**src/rtl/riscv_pkg.sv**
```systemverilog
// Shared RV32I encodings for the execute stage: ALU operations, branch
// funct3 values, forwarding selects and writeback result selects.
package riscv_pkg;

    typedef enum logic [3:0] {
        ALU_ADD   = 4'h0,
        ALU_SUB   = 4'h1,
        ALU_AND   = 4'h2,
        ALU_OR    = 4'h3,
        ALU_XOR   = 4'h4,
        ALU_SLT   = 4'h5,
        ALU_SLTU  = 4'h6,
        ALU_SLL   = 4'h7,
        ALU_SRL   = 4'h8,
        ALU_SRA   = 4'h9,
        ALU_PASSB = 4'hA
    } alu_op_e;

    localparam logic [2:0] BR_BEQ  = 3'b000;
    localparam logic [2:0] BR_BNE  = 3'b001;
    localparam logic [2:0] BR_BLT  = 3'b100;
    localparam logic [2:0] BR_BGE  = 3'b101;
    localparam logic [2:0] BR_BLTU = 3'b110;
    localparam logic [2:0] BR_BGEU = 3'b111;

    typedef enum logic [1:0] {
        FWD_NONE     = 2'b00,
        FWD_WB       = 2'b01,
        FWD_MEM      = 2'b10,
        FWD_NONE_ALT = 2'b11
    } fwd_sel_e;

    typedef enum logic [1:0] {
        RES_ALU = 2'b00,
        RES_MEM = 2'b01,
        RES_PC4 = 2'b10
    } result_src_e;

endpackage

```
**src/rtl/alu.sv**
```systemverilog
// Combinational RV32I ALU; unassigned operation codes yield zero.
module alu
    import riscv_pkg::*;
#(
    parameter int DATA_WIDTH = 32
) (
    input  logic [DATA_WIDTH-1:0] a,
    input  logic [DATA_WIDTH-1:0] b,
    input  alu_op_e               op,
    output logic [DATA_WIDTH-1:0] result
);

    logic [4:0] shamt;
    assign shamt = b[4:0];

    // NOTE: every always_comb output gets a default before the case so no path leaves it unassigned (no latch).
    always_comb begin
        result = '0;
        case (op)
            ALU_ADD:   result = a + b;
            ALU_SUB:   result = a - b;
            ALU_AND:   result = a & b;
            ALU_OR:    result = a | b;
            ALU_XOR:   result = a ^ b;
            ALU_SLT:   result = {{(DATA_WIDTH-1){1'b0}}, $signed(a) < $signed(b)};
            ALU_SLTU:  result = {{(DATA_WIDTH-1){1'b0}}, a < b};
            ALU_SLL:   result = a << shamt;
            ALU_SRL:   result = a >> shamt;
            ALU_SRA:   result = $signed(a) >>> shamt;
            ALU_PASSB: result = b;
            default:   result = '0;
        endcase
    end

endmodule

```
**src/rtl/execute_stage.sv**
```systemverilog
// RV32I execute stage: operand forwarding, ALU, branch/jump resolution and
// the EX/MEM pipeline register with flush and stall control.
module execute_stage
    import riscv_pkg::*;
#(
    parameter int DATA_WIDTH     = 32,
    parameter int REG_ADDR_WIDTH = 5
) (
    input  logic                      clk,
    input  logic                      rst,
    input  logic                      ValidE_i,
    input  logic                      RegWriteE_i,
    input  logic [1:0]                ResultSrcE_i,
    input  logic                      MemWriteE_i,
    input  logic                      JumpE_i,
    input  logic                      JalrE_i,
    input  logic                      BranchE_i,
    input  logic [2:0]                BranchTypeE_i,
    input  logic [3:0]                ALUControlE_i,
    input  logic                      ALUSrcE_i,
    input  logic [DATA_WIDTH-1:0]     RD1E_i,
    input  logic [DATA_WIDTH-1:0]     RD2E_i,
    input  logic [DATA_WIDTH-1:0]     PCE_i,
    input  logic [DATA_WIDTH-1:0]     ImmExtE_i,
    input  logic [DATA_WIDTH-1:0]     PCPlus4E_i,
    input  logic [REG_ADDR_WIDTH-1:0] RdE_i,
    input  logic [1:0]                ForwardAE_i,
    input  logic [1:0]                ForwardBE_i,
    input  logic [DATA_WIDTH-1:0]     ResultW_i,
    input  logic                      StallM_i,
    input  logic                      FlushM_i,
    output logic                      PCSrcE_o,
    output logic [DATA_WIDTH-1:0]     PCTargetE_o,
    output logic                      ValidM_o,
    output logic                      RegWriteM_o,
    output logic                      MemWriteM_o,
    output logic [1:0]                ResultSrcM_o,
    output logic [DATA_WIDTH-1:0]     ALUResultM_o,
    output logic [DATA_WIDTH-1:0]     WriteDataM_o,
    output logic [DATA_WIDTH-1:0]     PCPlus4M_o,
    output logic [REG_ADDR_WIDTH-1:0] RdM_o
);

    typedef struct packed {
        logic                      valid;
        logic                      reg_write;
        logic                      mem_write;
        result_src_e               result_src;
        logic [DATA_WIDTH-1:0]     alu_result;
        logic [DATA_WIDTH-1:0]     write_data;
        logic [DATA_WIDTH-1:0]     pc_plus4;
        logic [REG_ADDR_WIDTH-1:0] rd;
    } ex_mem_t;

    ex_mem_t               ex_mem_d, ex_mem_q;
    logic [DATA_WIDTH-1:0] src_a, src_b, write_data_e, alu_result_e;
    logic [DATA_WIDTH-1:0] target_base, target_sum;
    logic                  branch_cond;

    function automatic logic [DATA_WIDTH-1:0] fwd_mux(
        input fwd_sel_e              sel,
        input logic [DATA_WIDTH-1:0] rd,
        input logic [DATA_WIDTH-1:0] wb,
        input logic [DATA_WIDTH-1:0] mem
    );
        case (sel)
            FWD_WB:  return wb;
            FWD_MEM: return mem;
            default: return rd;
        endcase
    endfunction

    // The M-stage forward uses the live register contents, so it stays correct while stalled.
    assign src_a        = fwd_mux(fwd_sel_e'(ForwardAE_i), RD1E_i, ResultW_i, ex_mem_q.alu_result);
    assign write_data_e = fwd_mux(fwd_sel_e'(ForwardBE_i), RD2E_i, ResultW_i, ex_mem_q.alu_result);
    assign src_b        = ALUSrcE_i ? ImmExtE_i : write_data_e;

    alu #(.DATA_WIDTH(DATA_WIDTH)) u_alu (
        .a      (src_a),
        .b      (src_b),
        .op     (alu_op_e'(ALUControlE_i)),
        .result (alu_result_e)
    );

    // Branches compare the two register operands, never the immediate.
    always_comb begin
        branch_cond = 1'b0;
        case (BranchTypeE_i)
            BR_BEQ:  branch_cond = (src_a == write_data_e);
            BR_BNE:  branch_cond = (src_a != write_data_e);
            BR_BLT:  branch_cond = ($signed(src_a) < $signed(write_data_e));
            BR_BGE:  branch_cond = ($signed(src_a) >= $signed(write_data_e));
            BR_BLTU: branch_cond = (src_a < write_data_e);
            BR_BGEU: branch_cond = (src_a >= write_data_e);
            default: branch_cond = 1'b0;
        endcase
    end

    assign PCSrcE_o    = ValidE_i & (JumpE_i | (BranchE_i & branch_cond));
    assign target_base = JalrE_i ? src_a : PCE_i;
    assign target_sum  = target_base + ImmExtE_i;
    assign PCTargetE_o = {target_sum[DATA_WIDTH-1:1], target_sum[0] & ~JalrE_i};

    always_comb begin
        ex_mem_d = ex_mem_q;
        if (FlushM_i) begin
            ex_mem_d = '0;
        end else if (!StallM_i) begin
            ex_mem_d.valid      = ValidE_i;
            ex_mem_d.reg_write  = ValidE_i & RegWriteE_i & (RdE_i != '0);
            ex_mem_d.mem_write  = ValidE_i & MemWriteE_i;
            ex_mem_d.result_src = result_src_e'(ResultSrcE_i);
            ex_mem_d.alu_result = alu_result_e;
            ex_mem_d.write_data = write_data_e;
            ex_mem_d.pc_plus4   = PCPlus4E_i;
            ex_mem_d.rd         = RdE_i;
        end
    end

    // NOTE: state is updated with non-blocking assignments so every flop samples pre-edge values.
    // NOTE: the whole register, data included, is reset so a reset mid-operation leaves no stale result.
    always_ff @(posedge clk or posedge rst) begin
        if (rst) begin
            ex_mem_q <= '0;
        end else begin
            ex_mem_q <= ex_mem_d;
        end
    end

    assign ValidM_o     = ex_mem_q.valid;
    assign RegWriteM_o  = ex_mem_q.reg_write;
    assign MemWriteM_o  = ex_mem_q.mem_write;
    assign ResultSrcM_o = ex_mem_q.result_src;
    assign ALUResultM_o = ex_mem_q.alu_result;
    assign WriteDataM_o = ex_mem_q.write_data;
    assign PCPlus4M_o   = ex_mem_q.pc_plus4;
    assign RdM_o        = ex_mem_q.rd;

endmodule

```
**config.mk**
```make
export PLATFORM = sky130hd
export DESIGN_NAME = execute_stage
export DESIGN_NICKNAME = d
export VERILOG_FILES = /design/src/rtl/riscv_pkg.sv /design/src/rtl/alu.sv /design/src/rtl/execute_stage.sv
export SDC_FILE = /design/constraint.sdc
export NUM_CORES = 1
export LEC_CHECK = 0
export BUFFER_PORTS_ARGS = -buffer_cell sky130_fd_sc_hd__buf_2
export CORE_UTILIZATION = 45
export CTS_CLUSTER_SIZE = 20
export DETAILED_ROUTE_END_ITERATION = 10
export GPL_TIMING_DRIVEN = 1
export PLACE_DENSITY_LB_ADDON = 0.05
export SYNTH_ARGS = -nofsm -noshare
export SYNTH_HDL_FRONTEND = slang
export SYNTH_SLANG_ARGS = --single-unit
```
**constraint.sdc**
```tcl
create_clock -name clk -period 6.95 [get_ports clk]
set_input_delay 0.695 -clock clk [delete_from_list [all_inputs] [get_ports clk]]
set_output_delay 0.695 -clock clk [all_outputs]
set_load 0.05 [all_outputs]
```
==> reports/metrics.yaml <==
cells_and_area:
  final_nets: 2965
  fillers: 3757
  register_area_mm2: 0.00265
  areaGrowthSynthToFinish_pct: 15.9
  fin_util: 0.531
  fin_area_mm2: 0.0196
  multi_input_area_mm2: 0.0131
  layout-drive-gt1-share: 0.216
cts:
  clockBufferDepth: 2
  cts-htree-levels: 3
  cts_setup_buffers: 0
  clock_latency_ns: 0.40
  ctsResizeCount: 0
  cts_sinks: 106
  clk_pin_slew_worst_paths_ns: 0.09
  cts_root_buf: "clkbuf_16"
  cts_buffers: 9
  cts_tree: "done"
  cts_hold_buf: 0
floorplan:
  die_h_um: 196
  rows: 70
  dieArea_mm2: 0.0383
  die_x_um: 196
  coreArea_mm2: 0.0368
  io_pins: 360
  initial_core_util: 0.458
worst_setup_path:
  reg2reg_from: "ALUResultM_o[0]"
  rrSetupSlack_ns: 2.15
  cp-end-kind: "output pin"
  worst_setup_path_start_kind: "primary input"
  crit_end: "PCTargetE_o[28]"
  worstSetupPathType: "primary input to output pin"
  cp.arrival_ns: 5.57
  crit_path_start: "ForwardAE_i[1]"
  r2r_cells: 15
  cp_max_fo: 23
  crit_required_ns: 6.25
  r2r_end: "ALUResultM_o[0]"
synthesis:
  synth_area_mm2: 0.0169
  synth-async-reset-ratio: 1.00
  ys_types: 83
  synth_area_leader_cell: "dfrtp_1"
  synth_edf_count: 0
  syn_nets: 2679
  synth-main-ff-cell: "dfrtp_1"
  synth_seq_cells: 106
  synth-seq-area-share: 0.157
  syn_inst: 2291
  synth_top_cell_area_share: 0.157
  yosysWarnings: 0
  syn_area_per_cell_um2: 7.36
  synth_area_leaders: "dfrtp_1, ha_1, mux2i_1"
power:
  clkPwrFrac: 0.154
  p_switching_w: 0.00211
  p_int_w: 0.00172
  p_sw_frac: 0.552
  combPwrFrac: 0.667
  ir_drop_uv: 143
  p_per_area_mw_per_mm2: 196
  p_leak_nw: 9.30
  p_seq_frac: 0.179
sta:
  timing.fmax_mhz: 160
  slew_headroom: 0.248
  skew_ns: 0.0123
  period_needed_ns: 6.26
  hold_slack_ns: 0.353
  finalSetupViolCount: 0
  rsz0062_at_grt: "no"
  fin_tns_setup_ns: 0
  drv_slew: 0
  fin_crit_sh: 0.901
  final_hold_viol_count: 0
  worstMarginPinSlew_ns: 1.12
global_route:
  grt_overflow: 0
  grt_pass1_vias: 19100
  grt_first_pass_wirelength_um: 126000
  grt_max_degree: 75
  antenna_found_initial: 10
  grt_usage: 0.444
route:
  drtIter0Drc: 2551
  vias_per_cell: 6.71
  drtAntennaViolNets: 0
  vias: 20500
  drc: 0
  avgRoutedWirePerCell_um: 28.7
  wl_um: 87700
  drt_first_pass_iters: 6
placed_design:
  placed_area_mm2: 0.0192
  gp_congestion: 1.08
  hpwl_um: 68100
  io_buffers: 359
worst_hold_path:
  hold_class: "primary input to asynchronous set/reset pin"
status:
  status: "finished clean"
flow_run:
  maxCapViolCount: 0
Yosys cell counts (14+ instances only):
master and number:
a21oi_1 210, o22ai_1 20, inv_1 98, buf_1 14, o21bai_1 14, o21a_1 14, a21o_1 27, dfrtp_1 106
nor2_1 240, nor3_1 41, a22oi_1 57, mux2_2 57, nand2_1 235, nand3_1 27, o31ai_1 17, o211ai_1 41
mux2i_1 166, nand2b_1 20, a221oi_1 21, a211oi_1 33, ha_1 164, nor2b_1 16, nand4_1 17, o21ai_1 28
a31oi_1 17, o21ai_0 170, xnor2_1 40, clkbuf_1 115, xor2_1 14, a221o_1 38, buf_2 33
registers in the layout, summed over array words and instances (netlist names):
register,count
MemWriteM_o,1
RegWriteM_o,1
WriteDataM_o,32
RdM_o,5
ResultSrcM_o,2
PCPlus4M_o,32
ALUResultM_o,32
ValidM_o,1
worst max-delay path, cell delays in order:
cell      delay, ns
buf_2          0.13
inv_1          0.05
ha_1           0.46
buf_4          0.40
a22oi_1        0.15
o21ai_1        0.63
mux2_2         0.28
ha_1           0.28
a21oi_1        0.22
a21boi_0       0.13
a311o_1        0.36
o21ai_0        0.33
a31oi_1        0.19
nand4_1        0.14
a21oi_1        0.15
a21o_1         0.23
a21oi_1        0.18
xnor2_1        0.20
buf_2          0.33
cells by family (layout without fill, tap and decap cells):
kind of cell / after synthesis / after routing / share of synthesized area
adders and majority gates: 167 / 167 / 0.125
buffers and inverters: 275 / 566 / 0.0676
and+or+nand+nor: 655 / 655 / 0.169
xor gates and xnor gates: 54 / 54 / 0.0280
muxes: 225 / 225 / 0.139
other: 0 / 8 / 0
AOI/OAI and AO/OA: 809 / 809 / 0.314
DFF: 106 / 106 / 0.157
worst min-delay path by stage:
stage	cells past startpoint	end	slack, ns
6_report	2	PCPlus4M_o[21]	0.35
3_3_place_gp	2	WriteDataM_o[24]	0.49
5_1_grt	2	PCPlus4M_o[21]	0.38
3_5_place_dp	2	WriteDataM_o[6]	0.50
4_1_cts	2	ResultSrcM_o[0]	0.37
2_1_floorplan	2	ALUResultM_o[22]	0.79
metal layers:
metal  share of wire  wire length [um]  up-vias  GRT usage
met1            0.39             34300     9799      0.564
met4           0.068              6000        2      0.263
li1                -                 -     9009          -
met3            0.12             10100      288      0.125
met2            0.42             37300     1425      0.669
met5         0.00015                13        -          0
placed cells by master (no fill, tap or decap), drive strengths merged, types with 20 or more instances in the layout:
master	n
buf	445
nor2	240
nand2	235
a21oi	210
o21ai	198
mux2i	168
ha	164
dfrtp	106
inv	106
a22oi	57
mux2	57
o211ai	41
nor3	41
xnor2	40
a221o	38
a211oi	33
nand3	27
a21o	27
a221oi	22
nand2b	20
o22ai	20
power groups by stage:
stage          combinational [W]  clock (W)  sequential (W)
2_1_floorplan            0.00157          0        0.000809
6_report                 0.00255   0.000589        0.000686
3_5_place_dp             0.00246          0        0.000697
3_3_place_gp             0.00244          0        0.000696
5_1_grt                  0.00268   0.000610        0.000689
4_1_cts                  0.00247   0.000590        0.000685
cell type report:
class	count	share of cell area
multi-input cells	1910	0.672
flip-flops and latches	106	0.136
repair buffers	445	0.125
well taps	468	0.0300
inverters	105	0.0205
clock buffers	9	0.0115
clock inverters	7	0.00467
diodes	8	0.00102
per-stage QoR:
| step | worst slack, ns | power [W] | std cells |
|---|---|---|---|
| global route | 0.468 | 0.00398 | 3056 |
| finish | 0.687 | 0.00383 | 3058 |
| global placement | 0.977 | 0.00314 | 3034 |
| floorplan | 0.834 | 0.00238 | 2291 |
| detailed placement | 0.817 | 0.00315 | 3034 |
| CTS | 0.818 | 0.00374 | 3050 |
Power figures use the tool's default switching activity.
